File: src/rtl/pwm_multichannel_if.sv
`default_nettype none
// ============================================================================
//  Module   : pwm_multichannel_if
//  Purpose  : Bundles the configuration, duty-write bus and PWM outputs of
//             pwm_multichannel into one interface.
//  Modports : master - register bank side (drives config/writes, sees outputs)
//             slave  - PWM generator side
//  Signals  : en_out, en_pwm, polarity  per-channel enables / invert
//             period, prescale          counter top value / clock divider
//             duty_wr_en/ch/data        single-cycle duty write strobe
//             out, period_tick          registered PWM outputs, wrap pulse
//  Revision : 1.0 - initial release
// ============================================================================
interface pwm_multichannel_if #(
    parameter int NUM_CH     = 16,
    parameter int CNT_W      = 8,
    parameter int PRESCALE_W = 12
);
    localparam int CH_W = $clog2(NUM_CH);

    logic [NUM_CH-1:0]     en_out;
    logic [NUM_CH-1:0]     en_pwm;
    logic [NUM_CH-1:0]     polarity;
    logic [CNT_W-1:0]      period;
    logic [PRESCALE_W-1:0] prescale;
    logic                  duty_wr_en;
    logic [CH_W-1:0]       duty_wr_ch;
    logic [CNT_W-1:0]      duty_wr_data;
    logic [NUM_CH-1:0]     out;
    logic                  period_tick;

    modport master (
        output en_out,
        output en_pwm,
        output polarity,
        output period,
        output prescale,
        output duty_wr_en,
        output duty_wr_ch,
        output duty_wr_data,
        input  out,
        input  period_tick
    );

    modport slave (
        input  en_out,
        input  en_pwm,
        input  polarity,
        input  period,
        input  prescale,
        input  duty_wr_en,
        input  duty_wr_ch,
        input  duty_wr_data,
        output out,
        output period_tick
    );
endinterface
`default_nettype wire

File: src/rtl/pwm_multichannel.sv
`default_nettype none
// ============================================================================
//  Module   : pwm_multichannel
//  Purpose  : Parametrised N-channel PWM generator with per-channel duty,
//             programmable period and prescaler, per-channel polarity and
//             glitch-free shadowed duty/period updates at period boundaries.
//  Ports    : clk  - system clock, rising edge
//             rst  - asynchronous active-high reset
//             bus  - pwm_multichannel_if.slave (config, duty writes, outputs)
//  Revision : 1.0 - initial release
// ============================================================================
module pwm_multichannel #(
    parameter int NUM_CH     = 16,
    parameter int CNT_W      = 8,
    parameter int PRESCALE_W = 12
) (
    input  wire logic           clk,
    input  wire logic           rst,
    pwm_multichannel_if.slave   bus
);
    localparam int CH_W = $clog2(NUM_CH);
    // One extra bit so that channel indices at or above NUM_CH are
    // representable in the range check for non-power-of-two channel counts.
    localparam logic [CH_W:0] c_num_ch = (CH_W+1)'(NUM_CH);

    // ------------------------------------------------------------------
    // Shared timebase
    // ------------------------------------------------------------------
    logic                  r_load_first;
    logic [PRESCALE_W-1:0] r_presc;
    logic [CNT_W-1:0]      r_cnt;
    logic [CNT_W-1:0]      r_active_period;
    logic [NUM_CH-1:0]     r_out;
    logic                  r_period_tick;

    logic                  w_tick;
    logic                  w_wrap;
    logic                  w_load;
    logic                  w_wr_ok;
    logic [NUM_CH-1:0]     w_raw;

    // The first edge after reset is reserved for loading the shadow
    // registers, so neither the prescaler nor the counter moves in it.
    assign w_tick  = ~r_load_first & (r_presc == bus.prescale);
    assign w_wrap  = w_tick & (r_cnt == r_active_period);
    assign w_load  = r_load_first | w_wrap;
    assign w_wr_ok = bus.duty_wr_en & ({1'b0, bus.duty_wr_ch} < c_num_ch);

    always_ff @(posedge clk or posedge rst) begin
        if (rst) begin
            r_load_first <= 1'b1;
        end else begin
            r_load_first <= 1'b0;
        end
    end

    always_ff @(posedge clk or posedge rst) begin
        if (rst) begin
            r_presc <= '0;
        end else if (r_load_first || w_tick) begin
            r_presc <= '0;
        end else begin
            r_presc <= r_presc + 1'b1;
        end
    end

    always_ff @(posedge clk or posedge rst) begin
        if (rst) begin
            r_cnt <= '0;
        end else if (r_load_first || w_wrap) begin
            r_cnt <= '0;
        end else if (w_tick) begin
            r_cnt <= r_cnt + 1'b1;
        end
    end

    always_ff @(posedge clk or posedge rst) begin
        if (rst) begin
            r_active_period <= '0;
        end else if (w_load) begin
            r_active_period <= bus.period;
        end
    end

    // ------------------------------------------------------------------
    // Per-channel duty shadowing and compare
    // ------------------------------------------------------------------
    for (genvar i = 0; i < NUM_CH; i++) begin : g_ch
        logic [CNT_W-1:0] r_pend_duty;
        logic [CNT_W-1:0] r_active_duty;
        logic             w_wr_sel;

        assign w_wr_sel = w_wr_ok & (bus.duty_wr_ch == CH_W'(i));

        always_ff @(posedge clk or posedge rst) begin
            if (rst) begin
                r_pend_duty <= '0;
            end else if (w_wr_sel) begin
                r_pend_duty <= bus.duty_wr_data;
            end
        end

        // A write landing on the same edge as a load goes straight into
        // the active duty so it is not lost for a whole period.
        always_ff @(posedge clk or posedge rst) begin
            if (rst) begin
                r_active_duty <= '0;
            end else if (w_load) begin
                r_active_duty <= w_wr_sel ? bus.duty_wr_data : r_pend_duty;
            end
        end

        // Counter never exceeds the active period, so a duty above the
        // period yields a constant high and duty zero a constant low.
        assign w_raw[i] = bus.en_pwm[i] ? (r_cnt < r_active_duty) : 1'b1;
    end

    // ------------------------------------------------------------------
    // Output registers
    // ------------------------------------------------------------------
    always_ff @(posedge clk or posedge rst) begin
        if (rst) begin
            r_out         <= '0;
            r_period_tick <= 1'b0;
        end else begin
            r_out         <= bus.en_out & (w_raw ^ bus.polarity);
            r_period_tick <= w_wrap;
        end
    end

    assign bus.out         = r_out;
    assign bus.period_tick = r_period_tick;

endmodule
`default_nettype wire
File: src/flat_wrapper.sv
// flat-port wrapper written by rule: the top's interface ports become plain ports
module pwm_multichannel_flat 
#(
    parameter int NUM_CH     = 16,
    parameter int CNT_W      = 8,
    parameter int PRESCALE_W = 12
)
  (clk, rst, bus_en_out, bus_en_pwm, bus_polarity, bus_period, bus_prescale, bus_duty_wr_en, bus_duty_wr_ch, bus_duty_wr_data, bus_out, bus_period_tick);
  pwm_multichannel_if #(.NUM_CH(NUM_CH), .CNT_W(CNT_W), .PRESCALE_W(PRESCALE_W)) bus_i ();
  input  wire logic clk;
  input  wire logic rst;
  input wire logic [$bits(bus_i.en_out)-1:0] bus_en_out;
  input wire logic [$bits(bus_i.en_pwm)-1:0] bus_en_pwm;
  input wire logic [$bits(bus_i.polarity)-1:0] bus_polarity;
  input wire logic [$bits(bus_i.period)-1:0] bus_period;
  input wire logic [$bits(bus_i.prescale)-1:0] bus_prescale;
  input wire logic [$bits(bus_i.duty_wr_en)-1:0] bus_duty_wr_en;
  input wire logic [$bits(bus_i.duty_wr_ch)-1:0] bus_duty_wr_ch;
  input wire logic [$bits(bus_i.duty_wr_data)-1:0] bus_duty_wr_data;
  output wire logic [$bits(bus_i.out)-1:0] bus_out;
  output wire logic [$bits(bus_i.period_tick)-1:0] bus_period_tick;
  assign bus_i.en_out = bus_en_out;
  assign bus_i.en_pwm = bus_en_pwm;
  assign bus_i.polarity = bus_polarity;
  assign bus_i.period = bus_period;
  assign bus_i.prescale = bus_prescale;
  assign bus_i.duty_wr_en = bus_duty_wr_en;
  assign bus_i.duty_wr_ch = bus_duty_wr_ch;
  assign bus_i.duty_wr_data = bus_duty_wr_data;
  assign bus_out = bus_i.out;
  assign bus_period_tick = bus_i.period_tick;
  pwm_multichannel #(.NUM_CH(NUM_CH), .CNT_W(CNT_W), .PRESCALE_W(PRESCALE_W)) u_core (.clk(clk), .rst(rst), .bus(bus_i));
endmodule
File: config.mk
export PLATFORM = sky130hd
export DESIGN_NAME = pwm_multichannel_flat
export DESIGN_NICKNAME = d
export VERILOG_FILES = /design/src/rtl/pwm_multichannel_if.sv /design/src/rtl/pwm_multichannel.sv /design/src/flat_wrapper.sv
export SDC_FILE = /design/constraint.sdc
export NUM_CORES = 1
export LEC_CHECK = 0
export BUFFER_PORTS_ARGS = -buffer_cell sky130_fd_sc_hd__buf_4
export CAP_MARGIN = 15
export CORE_MARGIN = 2
export CORE_UTILIZATION = 55
export DETAILED_ROUTE_END_ITERATION = 10
export GPL_TIMING_DRIVEN = 0
export PLACE_DENSITY = 0.83
export SYNTH_ARGS = -nofsm -noshare
export SYNTH_HDL_FRONTEND = slang
export SYNTH_SLANG_ARGS = --single-unit
File: constraint.sdc
create_clock -name clk -period 9.4 [get_ports clk]
set_clock_uncertainty 0.05 [all_clocks]
set_input_delay 1.41 -clock clk [delete_from_list [all_inputs] [get_ports clk]]
set_output_delay 1.41 -clock clk [all_outputs]
set_load 0.02 [all_outputs]
# After elaboration in Yosys (flattened, before gate mapping)
# Index checks and enable logic that the tools add are counted.
# Widths: inputs -> output; s select.
[op_classes] addsub=2 mul=0 n_div=0 magnitude_cmp=16 eq_ne=17 shift=0 muxes=35 bitwise=22 n_reduce_logical=4
[ops] op="$mux 8" n=18
[ops] op="$lt 8x8->1" n=16
[ops] op="$eq 4x4->1 const B" n=8
[ops] op="$and 1x1->1" n=18
[ops] op="$and 16x16->16" n=1
[ops] op="$eq 4x3->1 const B" n=4
[ops] op="$mux 1" n=16
[ops] op="$xor 16x16->16" n=1
[ops] op="$add 12x1->12 const B" n=1
[ops] op="$eq 12x12->1" n=1
[ops] op="$mux 12" n=1
[ops] op="$add 8x1->8 const B" n=1
[ops] op="$eq 4x2->1 const B" n=2
[ops] op="$eq 8x8->1" n=1
[ops] op="$eq 4x1->1 const B" n=1
[ops] op="$logic_not 4->1" n=1
[ops] op="$logic_or 1x1->1" n=2
[ops] op="$reduce_bool 2->1" n=1
[ops] op="$not 1->1" n=1
[ops] op="$or 1x1->1" n=1
[totals] reg_bits=302 latch_bits=0 ramBits=0 rom_bits=0 in_bits=83 output_inout_bits=17 elab_cells=134 mem_count=0

# Logic depth before layout (Yosys ltp)
[logic_depth] word_depth=5 mapped_depth=9 ltp_nobuf=7

# Worst setup path after synthesis
# Ideal clock, no wire load.
[synth_timing] kind="input port to flip-flop" start="input port bus_prescale[7]" end="register u_core.g_ch[0].r_active_duty[0]" setup_time_ns=0.127 t_arrival_ns=2.907 required_time_ns=9.223 setup_slack_ns=6.315 path_stages=8 path_buffers=3 path_cell_list="xor2_1 nor4_1 nand3_1 o21bai_1 buf_4 buf_12 buf_12 mux2_1"
[synth_between] elab_chain_len=4
[synth_rtl] element="start: declaration" line="flat_wrapper.sv:16" text="input wire logic [$bits(bus_i.prescale)-1:0] bus_prescale;"
[synth_rtl] element="$eq 12x12->1" line="pwm_multichannel.sv:44" text="assign w_tick = ~r_load_first & (r_presc == bus.prescale);"
[synth_rtl] element="$and 1x1->1" line="pwm_multichannel.sv:44"
[synth_rtl] element="$and 1x1->1" line="pwm_multichannel.sv:45" text="assign w_wrap = w_tick & (r_cnt == r_active_period);"
[synth_rtl] element="$or 1x1->1" line="pwm_multichannel.sv:46" text="assign w_load = r_load_first | w_wrap;"
[synth_rtl] element="end signal: assignment" line="pwm_multichannel.sv:109" text="r_active_duty <= w_wr_sel ? bus.duty_wr_data : r_pend_duty;"
[synth_rtl] element="end: declaration" line="pwm_multichannel.sv:90" text="logic [CNT_W-1:0] r_active_duty;"
# Every way passes these cells.
# A chain may end at the register's enable or synchronous reset.

# Worst setup path after layout
[layout_timing] start="register u_core.r_cnt[4]" end="register u_core.g_ch[2].r_active_duty[0]"
[layout_between] elab_chain_len=3
[layout_rtl] element="start: declaration" line="pwm_multichannel.sv:31" text="logic [CNT_W-1:0] r_cnt;"
[layout_rtl] element="start signal: assignment" line="pwm_multichannel.sv:73" text="r_cnt <= r_cnt + 1'b1;"
[layout_rtl] element="$eq 8x8->1" line="pwm_multichannel.sv:45"
[layout_rtl] element="$and 1x1->1" line="pwm_multichannel.sv:45"
[layout_rtl] element="$or 1x1->1" line="pwm_multichannel.sv:46"
[layout_rtl] element="end signal: assignment" line="pwm_multichannel.sv:109"
[layout_rtl] element="end: declaration" line="pwm_multichannel.sv:90"
# Every way passes these cells.

==> reports/results.txt <==
largest net degree at the start of global routing -> 45
Synth area leaders -> dfrtp_1, mux2_2, ha_1
Core Area -> 26700 µm²
setup bufs post-CTS -> 0
Critical Path End Type -> flop
Die Ht -> 168 µm
post-synthesis xor/xnor area fraction -> 1.77%
global-route wire length before repair -> 52.5 mm
area fraction in compound gates after synthesis -> 5.65%
clock period minus final worst setup slack -> 3.30 ns
Post-synth EDFFs -> 0
fillers -> 1964
placed cell area -> 16100 µm²
Placer Congestion -> 0.842
design area -> 17300 µm²
Power per Cell Area -> 221 nW/µm²
final net count -> 1519
crit-path max FO -> 21
routed wire length -> 31.8 mm
status -> completed
CTS Sinks -> 302
P_leak -> 8.65 nW
# rows -> 60
Max Freq -> 303 MHz
vias post-DR -> 9500
CTS Buf Count -> 34
DRT iter0 DRCs -> 577
Worst Setup Start Kind -> flop
DRC -> 0
setup_tns -> 0 ns
largest family of logic cells by synthesized area -> multiplexers
Detail Route Antenna Nets -> 0
mux cell area share after synthesis -> 21.1%
Skew-Pair Late Insertion Delay -> 0.50 ns
RSZ-0062 raised after global routing -> no
register bit total from synthesis -> 302
DIE AREA -> 28300 µm²
Final Cycle Share -> 35.1%
worst setup margin -> 6.10 ns
layout cells sized above 1 -> 29.7%
die width -> 168 µm
max-cap check violation count -> 0
syn nets -> 1378
critical path data required time -> 9.73 ns
post-cts sizing count -> 0
adder-cell area share of the yosys netlist -> 9.62%
Fin. Hold Viols -> 0
CTS tree -> done
Worst-path clk slew -> 0.06 ns
most frequent cell after synthesis -> dfrtp_1
dpl ws -> 5.78 ns
commonest cells in the netlist -> dfrtp_1, mux2_2, inv_1
worst-margin pin slew -> 1.25 ns
Pwr Total -> 0.00381 W
ys flop type -> dfrtp_1
Post-Synthesis Cells -> 1181
# hold bufs at CTS -> 0
Hold Crit Class -> flop to flop
vias in the first global route -> 10200
Avg Inst Size Synth -> 12.6 µm²
async set-reset flop share out of synthesis -> 100%
Port Buf Inserts -> 97
Max H-tree Level -> 2
max-slew violations -> 0
Rel. slew slack -> 16.9%
Routed wire per std cell -> 18.9 µm
kind of critical path -> flop to flop
IO Pins -> 100
Mapped Area -> 14800 µm²
final setup vio count -> 0
number of diodes -> 0
peak supply drop -> 0.134 mV
initial antenna violation count -> 0
post-synth top area cell -> dfrtp_1
Post-Synth Simple-Gate Area -> 5.78%
total gr overflow -> 0
Root Buffer -> clkbuf_16
number of synthesis warnings -> 0
CTS Buffer Depth -> 3
sequential share of the synthesized area -> 51.0%
CP arrival -> 3.62 ns
HPWL Detailed -> 21.2 mm
vias per cell -> 5.63
distinct cell type count after synthesis -> 37
total track usage -> 23.5%
first-pass iteration count of the detailed router -> 5
initial core utilization -> 55.5%
Area Overhead vs Synth -> 16.5%
post-synth top area share -> 50.8%
-- worst paths after layout --
kind                       cells after the start                                          end  slack (ns)                                         from
max                                            8  u_core.g_ch[2].r_active_duty[0]$_DFFE_PP0N_        6.10                  u_core.r_cnt[4]$_DFFE_PP0P_
min                                            1  u_core.g_ch[1].r_active_duty[6]$_DFFE_PP0N_        0.43  u_core.g_ch[1].r_active_duty[6]$_DFFE_PP0N_
max reg2reg                                    8  u_core.g_ch[2].r_active_duty[0]$_DFFE_PP0N_        6.10                  u_core.r_cnt[4]$_DFFE_PP0P_
min reg2reg                                    1  u_core.g_ch[1].r_active_duty[6]$_DFFE_PP0N_        0.43  u_core.g_ch[1].r_active_duty[6]$_DFFE_PP0N_
max in group asynchronous                      6                  u_core.bus.out[5]$_DFF_PP0_        6.87                                          rst
min in group asynchronous                      2     u_core.g_ch[10].r_pend_duty[2]$_DFF_PP0_        0.98                                          rst
-- placed cells by master, fill, tap and decap left out, types with 2 or more instances in the layout --
| cell type | count |
|---|---|
| a21oi_1 | 21 |
| buf_12 | 12 |
| inv_1 | 129 |
| buf_4 | 107 |
| o22ai_1 | 16 |
| mux2_2 | 224 |
| nand4_1 | 13 |
| a211oi_1 | 16 |
| or4b_1 | 2 |
| and3_1 | 11 |
| a21o_1 | 48 |
| clkinv_2 | 6 |
| xnor2_1 | 5 |
| nand3b_1 | 6 |
| a31oi_1 | 6 |
| clkbuf_1 | 30 |
| nand4b_1 | 4 |
| nand3_1 | 12 |
| or2_2 | 2 |
| clkbuf_8 | 5 |
| or3_1 | 3 |
| bufinv_16 | 2 |
| nand2b_1 | 35 |
| o21ai_0 | 16 |
| xor2_1 | 25 |
| nand2_1 | 27 |
| ha_1 | 114 |
| mux2i_1 | 16 |
| clkbuf_16 | 37 |
| nor4_1 | 3 |
| dfrtp_1 | 301 |
| o2111ai_1 | 3 |
| nor2_1 | 39 |
| nor3_1 | 2 |
| mux2_1 | 40 |
-- flip-flops by register name (all words and copies together) (netlist names) --
register,count
u_core.bus.out,16
u_core.bus.period_tick,1
u_core.g_ch.r_active_duty,128
u_core.g_ch.r_pend_duty,128
u_core.r_active_period,8
u_core.r_cnt,8
u_core.r_load_first,1
u_core.r_presc,12
-- cells by family (layout without fill, tap and decap cells) --
group | after synthesis | after routing
XOR/XNOR | 30 | 30
multiplexers | 280 | 280
flip-flops | 302 | 302
AND/OR/NAND/NOR | 161 | 161
adder cells (fa/ha/maj) | 114 | 114
buffers and inverters | 166 | 331
AO/OA/AOI/OAI | 127 | 127
other | 1 | 1
-- critical path, stage by stage, from the launching register on --
cell,delay (ns)
dfrtp_1,1.13
xor2_1,0.16
nor4_2,0.52
nand3_1,0.20
o21bai_1,0.19
buf_4,0.24
buf_12,0.18
buf_12,0.15
mux2_1,0.34
-- stage by stage --
stage          util (%)  hold WS, ns  cells
2_1_floorplan         -        0.408   1181
3_3_place_gp       59.8        0.418   1619
3_5_place_dp       60.4        0.425   1627
4_1_cts            64.6        0.437   1687
5_1_grt            64.6        0.451   1687
6_report           64.6        0.434   1687
-- layout make-up --
class | instances | area, µm² | area share, %
inverter | 130 | 492 | 2.85
clock buffer | 52 | 1030 | 5.98
sequential | 302 | 7560 | 43.8
multi-input combinational | 713 | 6520 | 37.8
tap | 341 | 427 | 2.47
clock inverter | 8 | 90.1 | 0.522
buffer | 36 | 255 | 1.48
timing repair buffer | 105 | 896 | 5.19
-- where the power goes --
| group | switching, W | leakage [nW] | internal, W | total (W) |
|---|---|---|---|---|
| clock | 0.000509 | 0.555 | 0.000811 | 0.00132 |
| combinational | 0.000359 | 4.35 | 0.000404 | 0.000764 |
| sequential | 0.000132 | 3.74 | 0.00159 | 0.00173 |
| total | 0.00100 | 8.65 | 0.00281 | 0.00381 |
-- routing by layer --
layer	wire length, µm	part of all wire (%)	track usage, %	up-vias
met5	0	0	0	-
met4	1010	3.2	7.76	0
met3	1380	4.3	3.67	75
met2	15800	50	40.7	238
met1	13600	43	30.3	4793
li1	-	-	-	4394
(Power assumes the default switching activity.)
